[config.mk]
export PLATFORM = sky130hd
export DESIGN_NAME = lsu_byte_sequencer
export DESIGN_NICKNAME = d
export VERILOG_FILES = /design/src/rtl/lsu_byte_sequencer.sv
export SDC_FILE = /design/constraint.sdc
export NUM_CORES = 1
export LEC_CHECK = 0
export BUFFER_PORTS_ARGS = -buffer_cell sky130_fd_sc_hd__buf_2
export CORE_MARGIN = 3
export CORE_UTILIZATION = 50
export DETAILED_ROUTE_END_ITERATION = 10
export PLACE_DENSITY = 0.76
export SETUP_SLACK_MARGIN = 0.2
export SYNTH_ARGS = -nofsm -noshare
export SYNTH_HDL_FRONTEND = slang
export SYNTH_SLANG_ARGS = --single-unit
[constraint.sdc]
create_clock -name clk -period 7.3 [get_ports clk]
set_clock_uncertainty 0.2 [all_clocks]
set_input_delay 1.46 -clock clk [delete_from_list [all_inputs] [get_ports clk]]
set_output_delay 1.46 -clock clk [all_outputs]
set_load 0.1 [all_outputs]
[src/rtl/lsu_byte_sequencer.sv]
// Byte-serial load/store sequencer: runs one RV32I load or store as N single-byte
// accesses, little-endian, and returns extended load data with a one-cycle response pulse.
module lsu_byte_sequencer #(
    parameter int ADDR_W = 6
) (
    input  logic              clk,
    input  logic              rst_n,
    input  logic              req_valid,
    output logic              req_ready,
    input  logic              req_we,
    input  logic [2:0]        req_funct3,
    input  logic [31:0]       req_addr,
    input  logic [31:0]       req_wdata,
    output logic              resp_valid,
    output logic [31:0]       resp_rdata,
    output logic              resp_err,
    output logic              busy,
    output logic [ADDR_W-1:0] mem_addr,
    output logic              mem_we,
    output logic [7:0]        mem_wdata,
    input  logic [7:0]        mem_rdata
);

    typedef enum logic [1:0] {IDLE, XFER, DONE} state_t;

    state_t              state_q, state_d;
    logic                we_q, we_d;
    logic [2:0]          f3_q, f3_d;
    logic [ADDR_W-1:0]   base_q, base_d;
    logic [31:0]         wdata_q, wdata_d;
    logic [1:0]          k_q, k_d;
    logic [31:0]         asm_q, asm_d;
    logic [31:0]         rdata_q, rdata_d;
    logic                err_q, err_d;

    logic                accept;
    logic                legal;
    logic                last;
    logic [1:0]          k_last;
    logic [31:0]         wdata_shift;

    function automatic logic [31:0] extend(input logic [2:0] f3, input logic [31:0] a);
        case (f3)
            3'b000:  extend = {{24{a[7]}}, a[7:0]};
            3'b001:  extend = {{16{a[15]}}, a[15:0]};
            3'b100:  extend = {24'h0, a[7:0]};
            3'b101:  extend = {16'h0, a[15:0]};
            default: extend = a;
        endcase
    endfunction

    assign accept = req_valid && req_ready;

    // Legal funct3 for the direction, then natural alignment for H and W.
    always_comb begin
        if (req_we)
            legal = (req_funct3 == 3'b000) || (req_funct3 == 3'b001) || (req_funct3 == 3'b010);
        else
            legal = (req_funct3 == 3'b000) || (req_funct3 == 3'b001) || (req_funct3 == 3'b010) ||
                    (req_funct3 == 3'b100) || (req_funct3 == 3'b101);
        if (req_funct3[1:0] == 2'b01 && req_addr[0])
            legal = 1'b0;
        if (req_funct3[1:0] == 2'b10 && req_addr[1:0] != 2'b00)
            legal = 1'b0;
    end

    assign k_last      = f3_q[1] ? 2'd3 : {1'b0, f3_q[0]};
    assign last        = (k_q == k_last);
    assign wdata_shift = wdata_q >> {k_q, 3'b000};

    always_ff @(posedge clk) begin
        if (!rst_n) begin
            state_q <= IDLE;
            we_q    <= 1'b0;
            f3_q    <= 3'b000;
            base_q  <= '0;
            wdata_q <= 32'h0;
            k_q     <= 2'd0;
            asm_q   <= 32'h0;
            rdata_q <= 32'h0;
            err_q   <= 1'b0;
        end else begin
            state_q <= state_d;
            we_q    <= we_d;
            f3_q    <= f3_d;
            base_q  <= base_d;
            wdata_q <= wdata_d;
            k_q     <= k_d;
            asm_q   <= asm_d;
            rdata_q <= rdata_d;
            err_q   <= err_d;
        end
    end

    always_comb begin
        state_d = state_q;
        case (state_q)
            IDLE:    if (accept) state_d = legal ? XFER : DONE;
            XFER:    if (last) state_d = DONE;
            DONE:    state_d = IDLE;
            default: state_d = IDLE;
        endcase
    end

    // Response registers are loaded only on entry to DONE so they hold until the next one.
    always_comb begin
        we_d    = we_q;
        f3_d    = f3_q;
        base_d  = base_q;
        wdata_d = wdata_q;
        k_d     = k_q;
        asm_d   = asm_q;
        rdata_d = rdata_q;
        err_d   = err_q;
        if (state_q == IDLE && accept) begin
            we_d    = req_we;
            f3_d    = req_funct3;
            base_d  = req_addr[ADDR_W-1:0];
            wdata_d = req_wdata;
            k_d     = 2'd0;
            asm_d   = 32'h0;
            if (!legal) begin
                rdata_d = 32'h0;
                err_d   = 1'b1;
            end
        end else if (state_q == XFER) begin
            k_d = k_q + 2'd1;
            if (!we_q)
                asm_d[{k_q, 3'b000} +: 8] = mem_rdata;
            if (last) begin
                rdata_d = we_q ? 32'h0 : extend(f3_q, asm_d);
                err_d   = 1'b0;
            end
        end
    end

    always_comb begin
        req_ready  = (state_q == IDLE) && rst_n;
        busy       = (state_q != IDLE);
        resp_valid = (state_q == DONE);
        resp_rdata = rdata_q;
        resp_err   = err_q;
        mem_we     = 1'b0;
        mem_addr   = '0;
        mem_wdata  = 8'h0;
        if (state_q == XFER) begin
            // Reset must suppress the strobe in the very cycle it is asserted.
            mem_we    = we_q && rst_n;
            mem_addr  = base_q + ADDR_W'(k_q);
            mem_wdata = we_q ? wdata_shift[7:0] : 8'h0;
        end
    end

endmodule

# After elaboration in Yosys (flattened, before gate mapping)
# Cells that the tools add are included.
# word_totals
output_inout_bits,51
inputBits,79
elab_cells,75
reg_bits,111
# op_classes
n_bitwise,1
n_shift,3
n_addsub,3
n_reduce_logical,20
mux,24
n_eq_ne,15
# op_table
cell,n
32-bit two-way mux,6
32-bit case mux with 4 select lines,1
32-bit bitwise mux,1
"8-bit by 7-bit variable shift with 32-bit output, first input constant",1
8-bit by 7-bit indexed part select with 32-bit output,1
32-bit by 5-bit >> shifter with 8-bit output,1
8-bit two-way mux,2
"3-bit == test, second input constant",4
1-bit two-way mux,8
2-bit two-way mux,4
2-bit nonzero test,4
5-bit negation with 7-bit output,1
6-bit by 2-bit adder with 6-bit output,1
"3-bit by 1-bit == test with 1-bit output, second input constant",2
1-bit logical AND,6
3-bit zero test,2
6-bit two-way mux,1
"2-bit != test, second input constant",3
"2-bit by 1-bit == test with 1-bit output, second input constant",2
"2-bit == test, second input constant",2
1-bit logical OR,4
2-bit case mux with 2 select lines,1
"3-bit by 2-bit == test with 1-bit output, second input constant",1
3-bit AND reduction,1
other kinds (6),6

# Depth between registers and ports, before layout
# depth
depth_word,11
mapped_depth,9
ltp_nobuf,6

# Worst setup path before layout
# No wires, ideal clock.
# synth_timing
path_type,in2out
start,input rst_n
end,output req_ready
arrival_time_ps,3173
setup_slack_ps,2467
path_stages,4
required_time_ps,5640
n_path_buf,2
cell_sequence,buf_2 inv_1 clkbuf_1 nor2_1
# synth_via
elab_chain_len,1
# synth_rtl
element,line_no,text
"start, declared",7,"input logic rst_n,"
1-bit logical AND,138,req_ready = (state_q == IDLE) && rst_n;
"end, declared",9,"output logic req_ready,"
# Every way passes these cells.

# Worst setup path in the final report
# Ends and elaborated chain as after synthesis.

==> results_dict.tcl <==
set metrics [dict create \
    min_from "resp_rdata[28]" \
    ys.warnings.count 0 \
    yosysUniqueCellTypes 51 \
    die_width_um 107 \
    r2r_cells 6 \
    synth_fp_nets 667 \
    ys.flop_type "dfxtp_1" \
    reg2reg_slack_ps 3200 \
    finalHoldViolCount 0 \
    cts_max_level 3 \
    wirelength_mm 12.6 \
    grt_usage_pct 22.1 \
    fin_tns_setup_ps 0 \
    seq_area_frac_synth_pct 43.7 \
    cp_max_fo 46 \
    ir_drop_mv 0.110 \
    clk_latency_ps 370 \
    avgSynthCellArea_um2 8.77 \
    post_cts_resized 0 \
    ctsHoldBuffers 0 \
    grt_max_degree 93 \
    worstSetupEndpointType "output pin" \
    p_sw_uw 334 \
    layout.nets 722 \
    p_clk_share_pct 30.9 \
    setup_viol 0 \
    synth_common_cells "dfxtp_1, nand2_1, clkbuf_1, o21ai_0, nor2_1" \
    grt_remaining_overflow 0 \
    die_h_um 107 \
    cts_sinks 111 \
    worst_pin_slew_ps 1260 \
    n_antenna_cell 0 \
    ys_ff_latch 111 \
    whs_endpoint "resp_rdata[28]" \
    final_util_pct 58.4 \
    max-cap-violations 0 \
    path_class "in2out" \
    wl_per_cell_um 16.3 \
    coreArea_mm2 0.00982 \
    synth_top_cell_area_share_pct 43.7 \
    finalCritPeriodShare_pct 65.6 \
    maxSlewHeadroom_pct 15.3 \
    drc_errors 0 \
    synth_async_sr_flop_share_pct 0 \
    powerDensity_mw_per_mm2 201 \
    synth-edff-count 0 \
    hold_class "reg2reg" \
    r2r_start "k_q[0]" \
    netlist_instances 580 \
    area_growth_pct 12.7 \
    fmax_mhz 209 \
    drtAntennaViolNets 0 \
    synth_area_mm2 0.00508 \
    grt_pass1_wl_mm 20.6 \
    gp_congestion 0.837 \
    grt_pass1_vias 4160 \
    clk_pin_slew_worst_paths_ps 100 \
    hold_depth 2 \
    initial_core_util_pct 51.8 \
    seq_power_share_pct 55.6 \
    status "finished, final reports clean" \
    cts_buffers 9 \
    final-max-slew-violation-count 0 \
    dp_hpwl_mm 8.59 \
    p_leak_nw 2.23 \
    swShare_pct 28.9 \
    cp-start-kind "primary input" \
    placementRows 36 \
    yosysTopAreaCell "dfxtp_1" \
    clk_path_buf_depth 2 \
    yosys-top-cells-area "dfxtp_1, nand2_1, a22oi_1, o21ai_0, mux4_2" \
    firstDrtPassIters 5 \
    finalWorstPathRequiredPeriod_ps 4790 \
    filler_cell_count 907 \
    r2r_end "resp_rdata[26]" \
    drt_iter0_markers 294 \
    grt_antenna_before_repair 0 \
    post_route_cells_drive_above_1_share_pct 24.1 \
    port_buffers 103 \
    vias 4490 \
    postCtsSetupBuffers 0 \
    viasPerCell 5.81 \
    rsz0062_at_grt "false" \
    fp.dieArea_mm2 0.0114 \
    cp.arrival_ps 3130 \
    cts_tree "yes" \
    combinationalPowerShare_pct 13.4 \
    p_int_uw 821 \
    ios 130 \
    cp.required_ps 5640 \
    yosysMostFrequentCell "dfxtp_1" \
    clockRootBuffer "clkbuf_8" \
]
[area by class of cell]
class	count	area (µm²)	share of cell area, %
Clock buffer	11	151	2.64
Clock inverter	5	40.0	0.699
Inverter	22	82.6	1.44
Multi-Input combinational cell	383	2520	43.9
Sequential cell	111	2220	38.8
Tap cell	133	166	2.90
Timing Repair Buffer	108	553	9.65
[worst max-delay path, stage by stage]
cell    delay (ps)
buf_2          610
inv_1          420
nor2_1         190
buf_2          440
[logic make-up (layout without fill, tap and decap cells)]
| kind of cell | Yosys count | after routing | share of synthesized area [%] |
|---|---|---|---|
| flip-flops | 111 | 111 | 43.7 |
| AND/OR/NAND/NOR | 210 | 210 | 20.2 |
| AO/OA/AOI/OAI | 151 | 151 | 22.5 |
| XOR/XNOR | 5 | 5 | 0.861 |
| adder cells (fa/ha/maj) | 8 | 8 | 2.12 |
| multiplexers | 9 | 9 | 3.74 |
| buffers and inverters | 86 | 146 | 6.89 |
[sequential cells by signal (all words and copies together) (netlist names)]
register and cells:
f3_q 3, resp_err 1, we_q 1, state_q 2, asm_q 32, resp_rdata 32
base_q 6, k_q 2, wdata_q 32
[stage by stage]
stage	cell area, µm²	instances	hold slack (ps)	power (mW)	worst slack (ps)
2_1_floorplan	5080	580	233	0.769	2470
3_3_place_gp	5540	757	240	0.806	2520
3_5_place_dp	5540	757	244	0.811	2530
4_1_cts	5730	773	264	1.16	2530
5_1_grt	5730	773	277	1.20	2330
6_report	5730	773	259	1.15	2510
[cells in the final DEF (no fill, tap or decap), drive strengths merged, types with 3 or more instances in the layout]
| master | instances |
|---|---|
| nand2 | 90 |
| mux4 | 8 |
| dfxtp | 111 |
| or2 | 5 |
| o31ai | 3 |
| a221oi | 16 |
| nor2b | 5 |
| clkbuf | 11 |
| nand4 | 7 |
| or4 | 8 |
| and2 | 6 |
| buf | 108 |
| o21ai | 42 |
| ha | 7 |
| nand3 | 18 |
| o211ai | 7 |
| and3 | 12 |
| xor2 | 3 |
| a32oi | 10 |
| a22o | 7 |
| a21oi | 13 |
| o32ai | 16 |
| a22oi | 31 |
| nor4 | 4 |
| nor2 | 38 |
| clkinv | 3 |
| inv | 24 |
| nand2b | 6 |
[layer usage]
layer / global-route usage [%] / vias up / routed length (µm)
met5: 0 / - / 0
li1: - / 2195 / -
met4: 7.58 / 0 / 295
met1: 31.1 / 2117 / 5730
met2: 35.2 / 153 / 5810
met3: 3.01 / 25 / 726
[power groups by stage]
stage                     Sequential [mW]  Combinational [mW]  Clock [mW]
after floorplan                     0.664               0.105           0
after global placement              0.655               0.151           0
after detailed placement            0.656               0.155           0
after CTS                           0.642               0.155       0.363
after global routing                0.646               0.170       0.383
final                               0.643               0.155       0.357
[how the worst max path moves through the flow]
stage	start	end	slack (ps)	cells after the start
3_5_place_dp	rst_n	req_ready	2530	4
3_3_place_gp	rst_n	req_ready	2520	4
2_1_floorplan	rst_n	req_ready	2470	4
5_1_grt	rst_n	req_ready	2330	4
6_report	rst_n	req_ready	2510	4
4_1_cts	rst_n	req_ready	2530	4
Note: power is estimated with default switching activity, not from simulation.
